## src/rtl/run_det_pkg.sv

```systemverilog
// Shared definitions for the run-detector scheduler.
// Holds the FSM state encoding, channel/counter widths and the round-robin
// winner selection helper used by the top-level arbiter.
package run_det_pkg;

  localparam int unsigned NUM_CH     = 4;
  localparam int unsigned ID_W       = 2;
  localparam int unsigned RC_W       = 3;
  localparam int unsigned RC_MAX     = 7;
  localparam int unsigned CNT_W      = 8;
  localparam int unsigned THRESH_MIN = 2;

  // FSM state encoding
  typedef logic [1:0] state_t;
  localparam state_t ST_IDLE  = 2'd0;
  localparam state_t ST_GRANT = 2'd1;
  localparam state_t ST_RUN   = 2'd2;
  localparam state_t ST_DONE  = 2'd3;

  // First requesting id found scanning upward from ptr, wrapping modulo NUM_CH.
  function automatic logic [ID_W-1:0] rr_pick(input logic [NUM_CH-1:0] req,
                                               input logic [ID_W-1:0]   ptr);
    logic [ID_W-1:0] idx;
    logic [ID_W-1:0] win;
    logic            found;
    win   = ptr;
    found = 1'b0;
    for (int i = 0; i < NUM_CH; i++) begin
      idx = ptr + ID_W'(i);
      if (!found && req[idx]) begin
        win   = idx;
        found = 1'b1;
      end
    end
    return win;
  endfunction

endpackage

```

## src/rtl/run_det_core.sv

```systemverilog
// Run-length detector datapath shared by all requesters.
// Ports:
//   clk_i, rst_ni  - clock, asynchronous active-low reset
//   clr_i          - clear run counter, previous bit, z and detection count
//   en_i           - sample bit_i this cycle
//   bit_i          - serial data bit of the granted requester
//   thresh_i       - effective run-length threshold (already clamped to >= 2)
//   z_o            - registered detection flag for the most recent sample
//   det_cnt_o      - saturating count of detections in the current burst
module run_det_core
  import run_det_pkg::*;
(
  input  logic             clk_i,
  input  logic             rst_ni,
  input  logic             clr_i,
  input  logic             en_i,
  input  logic             bit_i,
  input  logic [RC_W-1:0]  thresh_i,
  output logic             z_o,
  output logic [CNT_W-1:0] det_cnt_o
);

  logic [RC_W-1:0]  rc_q, rc_d, rc_new;
  logic             prev_q, prev_d;
  logic             z_q, z_d;
  logic [CNT_W-1:0] cnt_q, cnt_d;
  logic             hit;

  always_comb begin
    // rc_q == 0 marks the first bit of a burst; either polarity forms a run
    if (rc_q == '0 || bit_i != prev_q) begin
      rc_new = RC_W'(1);
    end else if (rc_q == RC_W'(RC_MAX)) begin
      rc_new = rc_q;
    end else begin
      rc_new = rc_q + RC_W'(1);
    end
    hit = (rc_new >= thresh_i);

    rc_d   = rc_q;
    prev_d = prev_q;
    z_d    = z_q;
    cnt_d  = cnt_q;
    if (clr_i) begin
      rc_d   = '0;
      prev_d = 1'b0;
      z_d    = 1'b0;
      cnt_d  = '0;
    end else if (en_i) begin
      rc_d   = rc_new;
      prev_d = bit_i;
      z_d    = hit;
      if (hit && cnt_q != '1) begin
        cnt_d = cnt_q + CNT_W'(1);
      end
    end
  end

  always_ff @(posedge clk_i or negedge rst_ni) begin
    if (!rst_ni) begin
      rc_q   <= '0;
      prev_q <= 1'b0;
      z_q    <= 1'b0;
      cnt_q  <= '0;
    end else begin
      rc_q   <= rc_d;
      prev_q <= prev_d;
      z_q    <= z_d;
      cnt_q  <= cnt_d;
    end
  end

  assign z_o       = z_q;
  assign det_cnt_o = cnt_q;

endmodule

```

## src/rtl/run_det_sched.sv

```systemverilog
// Round-robin scheduler granting one of four requesters access to a shared
// run-length detector for one serial burst.
// Ports:
//   clock, rst      - clock, asynchronous active-low reset
//   req, w, last    - per-requester request, serial bit, final-bit marker
//   thresh          - run-length threshold, sampled while granting (0/1 -> 2)
//   gnt, busy       - one-hot grant, non-idle indicator
//   z               - registered detection flag for the latest sample
//   done, done_id   - one-cycle end-of-burst pulse and finished id
//   abort           - burst ended by request withdrawal (valid with done)
//   det_cnt         - detections in the burst (valid with done)
module run_det_sched
  import run_det_pkg::*;
(
  input  logic         clock,
  input  logic         rst,
  input  logic [3:0]   req,
  input  logic [3:0]   w,
  input  logic [3:0]   last,
  input  logic [2:0]   thresh,
  output logic [3:0]   gnt,
  output logic         busy,
  output logic         z,
  output logic         done,
  output logic [1:0]   done_id,
  output logic         abort,
  output logic [7:0]   det_cnt
);

  state_t          state_q, state_d;
  logic [ID_W-1:0] id_q, id_d;
  logic [ID_W-1:0] ptr_q, ptr_d;
  logic [RC_W-1:0] th_q, th_d;
  logic            abort_q, abort_d;
  logic            core_clr, core_en;

  always_comb begin
    state_d  = state_q;
    id_d     = id_q;
    ptr_d    = ptr_q;
    th_d     = th_q;
    abort_d  = abort_q;
    core_clr = 1'b0;
    core_en  = 1'b0;
    case (state_q)
      ST_IDLE: begin
        if (|req) begin
          id_d    = rr_pick(req, ptr_q);
          state_d = ST_GRANT;
        end
      end
      ST_GRANT: begin
        core_clr = 1'b1;
        abort_d  = 1'b0;
        th_d     = (thresh < RC_W'(THRESH_MIN)) ? RC_W'(THRESH_MIN) : thresh;
        state_d  = ST_RUN;
      end
      ST_RUN: begin
        // last wins over a simultaneous withdrawal: the bit is still processed
        if (last[id_q]) begin
          core_en = 1'b1;
          state_d = ST_DONE;
        end else if (!req[id_q]) begin
          abort_d = 1'b1;
          state_d = ST_DONE;
        end else begin
          core_en = 1'b1;
        end
      end
      ST_DONE: begin
        ptr_d   = id_q + ID_W'(1);
        state_d = ST_IDLE;
      end
      default: state_d = ST_IDLE;
    endcase
  end

  always_ff @(posedge clock or negedge rst) begin
    if (!rst) begin
      state_q <= ST_IDLE;
      id_q    <= '0;
      ptr_q   <= '0;
      th_q    <= RC_W'(THRESH_MIN);
      abort_q <= 1'b0;
    end else begin
      state_q <= state_d;
      id_q    <= id_d;
      ptr_q   <= ptr_d;
      th_q    <= th_d;
      abort_q <= abort_d;
    end
  end

  run_det_core u_core (
    .clk_i     (clock),
    .rst_ni    (rst),
    .clr_i     (core_clr),
    .en_i      (core_en),
    .bit_i     (w[id_q]),
    .thresh_i  (th_q),
    .z_o       (z),
    .det_cnt_o (det_cnt)
  );

  assign gnt     = (state_q == ST_GRANT || state_q == ST_RUN) ? (NUM_CH'(1) << id_q) : '0;
  assign busy    = (state_q != ST_IDLE);
  assign done    = (state_q == ST_DONE);
  assign done_id = done ? id_q : '0;
  assign abort   = done & abort_q;

endmodule

```

## config.mk

```make
export PLATFORM = sky130hd
export DESIGN_NAME = run_det_sched
export DESIGN_NICKNAME = d
export VERILOG_FILES = /design/src/rtl/run_det_pkg.sv /design/src/rtl/run_det_core.sv /design/src/rtl/run_det_sched.sv
export SDC_FILE = /design/constraint.sdc
export NUM_CORES = 1
export LEC_CHECK = 0
export CAP_MARGIN = 20
export CORE_ASPECT_RATIO = 1.2
export CORE_UTILIZATION = 50
export DETAILED_ROUTE_END_ITERATION = 8
export HOLD_SLACK_MARGIN = 0.06
export PLACE_DENSITY = 0.86
export SLEW_MARGIN = 40
export SYNTH_ARGS = -nofsm -noshare
export SYNTH_HDL_FRONTEND = slang
export SYNTH_SLANG_ARGS = --single-unit
```

## constraint.sdc

```tcl
create_clock -name clock -period 3.37 [get_ports clock]
set_input_delay 1.011 -clock clock [delete_from_list [all_inputs] [get_ports clock]]
set_output_delay 1.011 -clock clock [all_outputs]
set_load 0.01 [all_outputs]
```

=== Yosys cells after proc, flatten, opt, wreduce, memory -nomap -nowiden ===
Cells that the tools add are included.

* Word-level logic and storage cells: 105
* Flip-flop bits (word level): 23
* Output and inout bits: 18
* Input port bits: 17

* $lt $le $gt $ge: 7
* Add/subtract/negate cells: 6
* Eq/ne operators: 10
* Shift operators: 1
* Mux-type cells: 51
* Reductions and logical operators: 20
* Bitwise operators: 1

{| class="wikitable"
|+ Operators with widths
! operator !! number
|-
| 2-to-1 mux 1 bit || 26
|-
| 2-to-1 mux 8 bit || 3
|-
| less-than comparator 2 x 3 -> 1 bit (second input constant) || 5
|-
| 2-to-1 mux 3 bit || 5
|-
| binary-select mux 1 bit (select 2 bit) || 7
|-
| 2-to-1 mux 2 bit || 7
|-
| adder 8 x 1 -> 8 bit (second input constant) || 1
|-
| inequality test 8 bit (second input constant) || 1
|-
| one-hot mux 2 bit (4 select lines) || 1
|-
| nonzero test 2 bit || 4
|-
| inequality test 2 bit (second input constant) || 3
|-
| AND reduction 2 bit || 3
|-
| adder 2 x 1 -> 2 bit (second input constant) || 2
|-
| adder 2 bit (second input constant) || 2
|-
| equality test 2 bit (second input constant) || 2
|-
| logical AND 1 bit || 4
|-
| 2-to-1 mux 4 bit || 1
|-
| OR reduction 4 bit || 1
|-
| << shifter 1 x 2 -> 4 bit (first input constant) || 1
|-
| adder 3 x 1 -> 3 bit (second input constant) || 1
|-
| equality test 3 bit (second input constant) || 1
|-
| greater-or-equal comparator 3 bit || 1
|-
| zero test 1 bit || 3
|-
| zero test 3 bit || 1
|-
| 9 further kinds || 10
|}

=== Logic depth before layout (Yosys ltp) ===
Gate-level depths: netlist (run 1).

* Word-level depth: 18
* Depth in mapped cells: 12

=== By module ===
Synthesis (run 1) repeated with hierarchy kept, for this count alone.

* Cell total of the unflattened synthesis: 176
* Area total of the unflattened synthesis: 1,611.5 sq um

{| class="wikitable"
|+ By module, submodules not included
! module !! sequential area each (sq um) !! cells each !! times used !! area each (sq um)
|-
| run_det_core || 325.3 || 96 || 1 || 873.3
|-
| run_det_sched || 251.5 || 80 || 1 || 738.2
|}

=== Worst setup path after synthesis (run 1) ===
Ideal clock, no wire load.

* Path kind: input to register
* Start point: input port w[3]
* End point: register u_core.cnt_q[1] (netlist: u_core.det_cnt_o[1])
* Path slack: 168 ps
* Data required time: 3,238 ps
* Library setup time: 132 ps
* Stages on the path: 11
* Arrival time: 3,070 ps
* Cells stage by stage: mux4_2 > xnor2_1 > o21ai_1 > nor2_1 > ha_1 > nand2b_1 > a211o_1 > o2111ai_4 > buf_6 > mux2i_1 > nor2_1

* Longest elaborated chain between the ends: 9

{| class="wikitable"
|+ Ends and longest elaborated chain
! what !! line !! source
|-
| start: declaration || run_det_sched.sv:18 || <nowiki>input logic [3:0] w,</nowiki>
|-
| binary-select mux 1 bit (select 2 bit) || run_det_sched.sv:99 || <nowiki>.bit_i (w[id_q]),</nowiki>
|-
| 2-to-1 mux 1 bit (implied by the code) || run_det_sched.sv:99 ||
|-
| inequality test 1 bit || run_det_core.sv:31 || <nowiki>if (rc_q == '0 || bit_i != prev_q) begin</nowiki>
|-
| logical OR 1 bit || run_det_core.sv:31 ||
|-
| 2-to-1 mux 3 bit || run_det_core.sv:31 ||
|-
| greater-or-equal comparator 3 bit || run_det_core.sv:38 || <nowiki>hit = (rc_new >= thresh_i);</nowiki>
|-
| logical AND 1 bit || run_det_core.sv:53 || <nowiki>if (hit && cnt_q != '1) begin</nowiki>
|-
| nonzero test 2 bit (no source line) || - ||
|-
| AND reduction 2 bit (no source line) || - ||
|-
| end signal: assignment || run_det_core.sv:69 || <nowiki>cnt_q <= cnt_d;</nowiki>
|-
| end: declaration || run_det_core.sv:26 || <nowiki>logic [CNT_W-1:0] cnt_q, cnt_d;</nowiki>
|}

No other way between the ends. The select of a mux whose other input is x is not followed.
A chain may end at the register's enable or synchronous reset.

=== Final worst setup path (run 1) ===
* Start point: input port w[3]
* End point: register u_core.cnt_q[5] (netlist: u_core.det_cnt_o[5])

The elaborated chain is that of the path after synthesis.

==> results.json, run 1 <==
{
  "synth.most_common_cell": "dfrtp_1",
  "yosysSeqAreaShare_pct": 37.7,
  "cts_buffers": 3,
  "drtAntennaViolNets": 0,
  "rsz0062_at_grt": "false",
  "via_per_inst": 5.83,
  "ir_worst_vdd_mv": 0.566,
  "clk_pin_slew_worst_paths_ns": 0.12,
  "min_period_ns": 3.10,
  "finalCritPeriodShare_pct": 92.0,
  "p_comb_share_pct": 59.8,
  "tightest_slew_ns": 0.639,
  "critPathSlowestCell": "mux4_2",
  "ys_types": 35,
  "arrival_ns": 3.32,
  "syn_nets": 196,
  "path_max_fanout": 7,
  "pre_cts_ws_ns": -0.381,
  "die_y_um": 62.6,
  "clk_latency_ns": 0.31,
  "instances_no_fill": 239,
  "pwr_density_cell_nw_per_um2": 720,
  "syn_to_final_growth_pct": 30.3,
  "switchingPower_uw": 620,
  "ys_seq_elements": 23,
  "synth_area_per_cell_um2": 9.27,
  "track_usage_pct": 24.2,
  "postLayoutCoreUtil_pct": 70.3,
  "crit_family": "compound AO/OA/AOI/OAI gates",
  "synth-edff-count": 0,
  "cts_sinks": 23,
  "worstSetupEndpointType": "flip-flop",
  "pwr-share-clk_pct": 8.9,
  "setup_slack_ns": 0.269,
  "grt_pass1_wl_um": 6070,
  "synth.cell_area_um2": 1530,
  "gp_congestion": 0.817,
  "path_class": "in -> reg",
  "maxClockFrequency_mhz": 322,
  "crit_path_start_kind": "input port",
  "synth_warnings": 0,
  "relSlewSlack_pct": 57.4,
  "netlist.area_leader.share_pct": 36.0,
  "initial_utilization_pct": 53.9,
  "maxCapViolCount": 0,
  "die_area_um2": 3290,
  "drive_gt1_share_pct": 10.2,
  "wl_per_cell_um": 15.2,
  "grt_pass1_vias": 1405,
  "grt_antenna_before_repair": 0,
  "hold_violations": 0,
  "async_flop_share_pct": 100,
  "synthCells": 165,
  "setup_tns_ns": 0,
  "core_area_um2": 2840,
  "whs_ns": 0.518,
  "yosys.area.top_type": "dfrtp_1",
  "p_leak_uw": 0.000884,
  "drv_slew": 0,
  "grt_overflow": 0,
  "port-buffer-count": 34,
  "synth_common_cells": "22 x dfrtp_1, 16 x a21oi_1, 16 x nor2_1",
  "wl_um": 3640,
  "setup_violations": 0,
  "switching_share_pct": 43.2,
  "synthTopCellsByArea": "dfrtp_1 36%, ha_1 11%, a21oi_1 5.2%",
  "cts_tree": "done",
  "clock_skew_ns": 0.00136,
  "rows": 21,
  "io_pins": 35,
  "die_x_um": 52.5,
  "cp_data_required_time_ns": 3.58,
  "synth_ff_type": "dfrtp_1",
  "diodes": 0,
  "fin_nets": 237,
  "post-dp-hpwl_um": 2580,
  "dp_cells": 233,
  "first_pass_iters": 4,
  "cts_max_path_buffers": 2,
  "root_buffer": "clkbuf_4",
  "min_path_type": "reg -> reg",
  "path_cells": "dlymetal6s2s_1 > mux4_2 > xnor2_2 > o21ai_2 > nor2_1 > ha_1 > nand2b_1 > a211o_1 > o2111ai_4 > o31a_2 > o21a_1",
  "grt_max_degree": 24,
  "slowest_delay_ns": 0.51,
  "vias": 1393,
  "pwr-share-seq_pct": 31.3,
  "cts_max_level": 1,
  "drt_iter0_markers": 60,
  "status": "finished clean",
  "route.detailed.drc": 0,
  "worst-path-buf-inv": 1,
  "p_int_uw": 816
}
[worst paths after layout]
kind                                          start                               to  slack (ns)  cells after the start
worst max-delay path                           w[3]  u_core.det_cnt_o[5]$_DFFE_PN0P_        0.27                     11
min in group asynchronous                       rst  u_core.det_cnt_o[3]$_DFFE_PN0P_        1.03                      2
worst min-delay path            th_q[1]$_DFFE_PN1P_              th_q[1]$_DFFE_PN1P_        0.52                      2
worst min register to register  th_q[1]$_DFFE_PN1P_              th_q[1]$_DFFE_PN1P_        0.52                      2
max in group asynchronous                       rst              th_q[1]$_DFFE_PN1P_        2.06                      2
worst max register to register  id_q[1]$_DFFE_PN0P_  u_core.det_cnt_o[5]$_DFFE_PN0P_        0.66                     10
[tightest hold or removal path: stages (launching register included)]
cell	delay, ns
dfstp_2	0.38
inv_1	0.07
a21oi_1	0.08
[what timing repair did]
item | 4_1_cts | 5_1_grt
endpoints found under the setup margin | 4 | 8
hold buffers | 0 | 0
gates resized for setup | 0 | 8
cloned | 1 | 0
setup buffers | 0 | 1
pin swaps | 1 | 6
[stage by stage]
stage / total power (uW) / instance area [um^2]
detailed placement: 1240 / 1910
CTS: 1390 / 1950
finish: 1440 / 1990
global route: 1560 / 1990
floorplan: 970 / 1530
global placement: 1190 / 1910
[metal layers]
layer,GRT usage (%),part of all wire [%]
met5,0,0
met3,3.16,4.2
met1,27.2,40
met2,43.2,53
met4,10.9,2.1
[flip-flops by register name, indices dropped and copies added, names as in the netlist]
register	cells
abort_q	1
u_core.det_cnt_o	8
u_core.prev_q	1
id_q	2
ptr_q	2
u_core.rc_q	3
u_core.z_o	1
th_q	3
state_q	2
[power groups by stage]
| stage | registers [uW] | logic (uW) | clock network, uW |
|---|---|---|---|
| after floorplan | 438 | 532 | 0 |
| final | 450 | 859 | 127 |
| after global routing | 465 | 942 | 147 |
| after detailed placement | 452 | 787 | 0 |
| after global placement | 444 | 747 | 0 |
| after CTS | 447 | 815 | 131 |
[cell type report]
| class | instances | area (um^2) |
|---|---|---|
| Timing Repair Buffer | 40 | 395 |
| Sequential cell | 23 | 577 |
| Inverter | 15 | 56.3 |
| Clock buffer | 4 | 26.3 |
| Tap cell | 34 | 42.5 |
| Fill cell | 221 | 843 |
| Multi-Input combinational cell | 123 | 897 |
[cell usage in the layout, fill, tap and decap left out, types with 5 or more instances in the layout]
cell type         n
a21oi_1          15
and2_1            7
buf_4             6
clkdlybuf4s50_1  30
dfrtp_1          22
ha_1             14
inv_1            15
nand2_1          12
nor2_1           16
o21ai_0          10
or3_1             5
[logic make-up after synthesis]
logic type               synth area share (%)
AND/OR/NAND/NOR                          17.9
AO/OA/AOI/OAI                            17.7
flip-flops                               37.7
buffers and inverters                    6.38
adder cells (fa/ha/maj)                  11.4
multiplexers                             7.11
XOR/XNOR                                 1.72
(Power assumes the default switching activity.)
==> run 2, diff against run 1 <==
- CTS_CLUSTER_SIZE: not set -> 40
- GPL_ROUTABILITY_DRIVEN: not set -> 0
- PLACE_DENSITY: 0.86 -> not set
- PLACE_DENSITY_LB_ADDON: not set -> 0.15
==> run 2 against run 1 <==
  * First-iteration DRC count shrank 33%
  * Maximum frequency shrank 5.8%
  * Clock power grew 9%
  * Cell count is the same
  * Core utilization is essentially flat
  * Worst setup slack lost 0.19 ns
  * Die area is the same
  * Global-route usage shrank 1.2 points
  * Power grew 1.2%
  * Via count shrank 3.2%
  * Largest cell class unchanged
==> results.json, run 2 (synthesis results as in run 1) <==
{
  "status": "finished clean",
  "vias": 1348,
  "diodes": 0,
  "largest_reg_flops": 8,
  "fin_area_um2": 2000,
  "setup_violations": 0,
  "critPathSlowestCell": "mux4_2",
  "power_uw": 1450,
  "drtAntennaViolNets": 0,
  "hold_buffers": 0,
  "core_area_um2": 2840,
  "cts_max_level": 1,
  "die_area_um2": 3290,
  "path_class": "in -> reg",
  "route.detailed.drc": 0,
  "grt_antenna_before_repair": 0,
  "die_y_um": 62.6,
  "arrival_ns": 3.50,
  "cp.depth": 11,
  "grt_overflow": 0,
  "mostFrequentLayoutCells": "34 x clkdlybuf4s50_1, 22 x dfrtp_1, 16 x a21oi_1, 15 x inv_1, 15 x nor2_1",
  "crit_family": "multiplexers",
  "cp_data_required_time_ns": 3.57,
  "min_path_type": "reg -> reg",
  "wl_per_cell_um": 14.7,
  "finalCritPeriodShare_pct": 97.7,
  "rrSetupSlack_ns": 0.73,
  "root_buffer": "clkbuf_4",
  "cts_buffers": 3,
  "ff2ff_path_depth": 10,
  "path_cells": "clkdlybuf4s50_1 > mux4_2 > xnor2_2 > o21ai_2 > nor2_2 > ha_1 > nand2b_1 > a211o_4 > o2111ai_4 > mux2i_1 > nor2_1",
  "wl_met2_um": 1780,
  "tightest_slew_ns": 0.615,
  "grt_pass1_vias": 1328,
  "rows": 21,
  "die_x_um": 52.5,
  "first_pass_iters": 5,
  "post_dp_cell_area_um2": 1910,
  "port-buffer-count": 34,
  "rsz0062_at_grt": "true",
  "maxCapViolCount": 0,
  "met3WireLength_um": 131,
  "slowest_delay_ns": 0.52,
  "relSlewSlack_pct": 59.0,
  "path_max_fanout": 7,
  "syn_to_final_growth_pct": 30.4,
  "clk_pin_slew_worst_paths_ns": 0.15,
  "worstSetupEndpointType": "flip-flop",
  "min_period_ns": 3.29,
  "p_leak_uw": 0.000846,
  "final_common_cell": "clkdlybuf4s50_1",
  "clock_skew_ns": 0.00746,
  "crit_start": "w[3]",
  "via_per_inst": 5.64,
  "cp-endpoint": "u_core.det_cnt_o[1]$_DFFE_PN0P_",
  "m1WireLength_um": 1560,
  "io_pins": 35,
  "worst-path-buf-inv": 1,
  "crit_path_start_kind": "input port",
  "cts_max_path_buffers": 2,
  "r2r-start": "id_q[0]$_DFFE_PN0P_",
  "maxClockFrequency_mhz": 304,
  "hold_violations": 0,
  "fin_nets": 237,
  "clk_latency_ns": 0.32,
  "cts_sinks": 23,
  "top_layer_used": "met4",
  "drive_gt1_share_pct": 11.2,
  "reg2reg_to": "u_core.det_cnt_o[1]$_DFFE_PN0P_",
  "initial_utilization_pct": 53.9,
  "grt_pass1_wl_um": 5760,
  "drv_slew": 0,
  "post-dp-hpwl_um": 2540,
  "drt_iter0_markers": 40,
  "ir_worst_vdd_mv": 0.422,
  "grt_max_degree": 24,
  "track_usage_pct": 22.9,
  "cts_tree": "done",
  "fillers": 227,
  "pwr_density_cell_nw_per_um2": 728,
  "wl_um": 3520
}
-- run 2: report_power, final --
| group | total, uW | internal, uW | switching (uW) | leakage, uW |
|---|---|---|---|---|
| logic | 865 | 414 | 451 | 0.000534 |
| clock network | 139 | 45.3 | 93.8 | 0.0000139 |
| registers | 449 | 365 | 83.6 | 0.000298 |
-- run 2: routing by layer --
layer | up-vias | global-route usage [%]
li1 | 662 | -
met1 | 639 | 31.9
met2 | 41 | 35.8
met3 | 6 | 2.68
met4 | 0 | 8.55
met5 | - | 0
-- run 2: cell type report --
cell class / count / area (um^2) / share of cell area, %
multi-input cells: 123 / 905 / 45.3
well taps: 34 / 42.5 / 2.13
flip-flops and latches: 23 / 577 / 28.9
clock inverters: 1 / 7.51 / 0.376
inverters: 15 / 56.3 / 2.82
clock buffers: 3 / 22.5 / 1.13
repair buffers: 40 / 385 / 19.3
-- run 2: worst min-delay path by stage --
stage | startpoint | endpoint | cells after the start
detailed placement | th_q[1]$_DFFE_PN1P_ | th_q[1]$_DFFE_PN1P_ | 2
global placement | th_q[1]$_DFFE_PN1P_ | th_q[1]$_DFFE_PN1P_ | 2
finish | th_q[1]$_DFFE_PN1P_ | th_q[1]$_DFFE_PN1P_ | 2
CTS | th_q[1]$_DFFE_PN1P_ | th_q[1]$_DFFE_PN1P_ | 2
global route | th_q[1]$_DFFE_PN1P_ | th_q[1]$_DFFE_PN1P_ | 2
floorplan | th_q[1]$_DFFE_PN1P_ | th_q[1]$_DFFE_PN1P_ | 2
-- run 2: per-stage QoR --
stage | setup TNS, ns | setup slack [ns] | hold slack [ns] | instances | utilization, %
global placement | -2.19 | -0.330 | 0.482 | 233 | 67.3
finish | 0 | 0.0771 | 0.514 | 239 | 70.3
detailed placement | -3.09 | -0.419 | 0.488 | 233 | 67.3
CTS | 0 | 0.0196 | 0.510 | 239 | 69.7
floorplan | 0 | 0.168 | 0.463 | 165 | -
global route | -0.0187 | -0.0176 | 0.535 | 239 | 70.3
-- run 2: repair_timing --
| action | CTS | global route |
|---|---|---|
| pin swaps | 2 | 0 |
| gates cloned | 1 | 0 |
| gates resized for setup | 2 | 3 |
| setup buffers | 1 | 0 |
| endpoints found under the setup margin | 7 | 8 |
-- run 2: tightest hold or removal path, cell delays in order, from the launching register on --
cell and delay (ns):
dfstp_2 0.40, inv_1 0.07, a21oi_1 0.07
==> run 3, diff against run 2 <==
- CAP_MARGIN: 20 -> not set
==> results of run 3 <==
No change in the layout: final DEF, timing and power equal those of run 2.
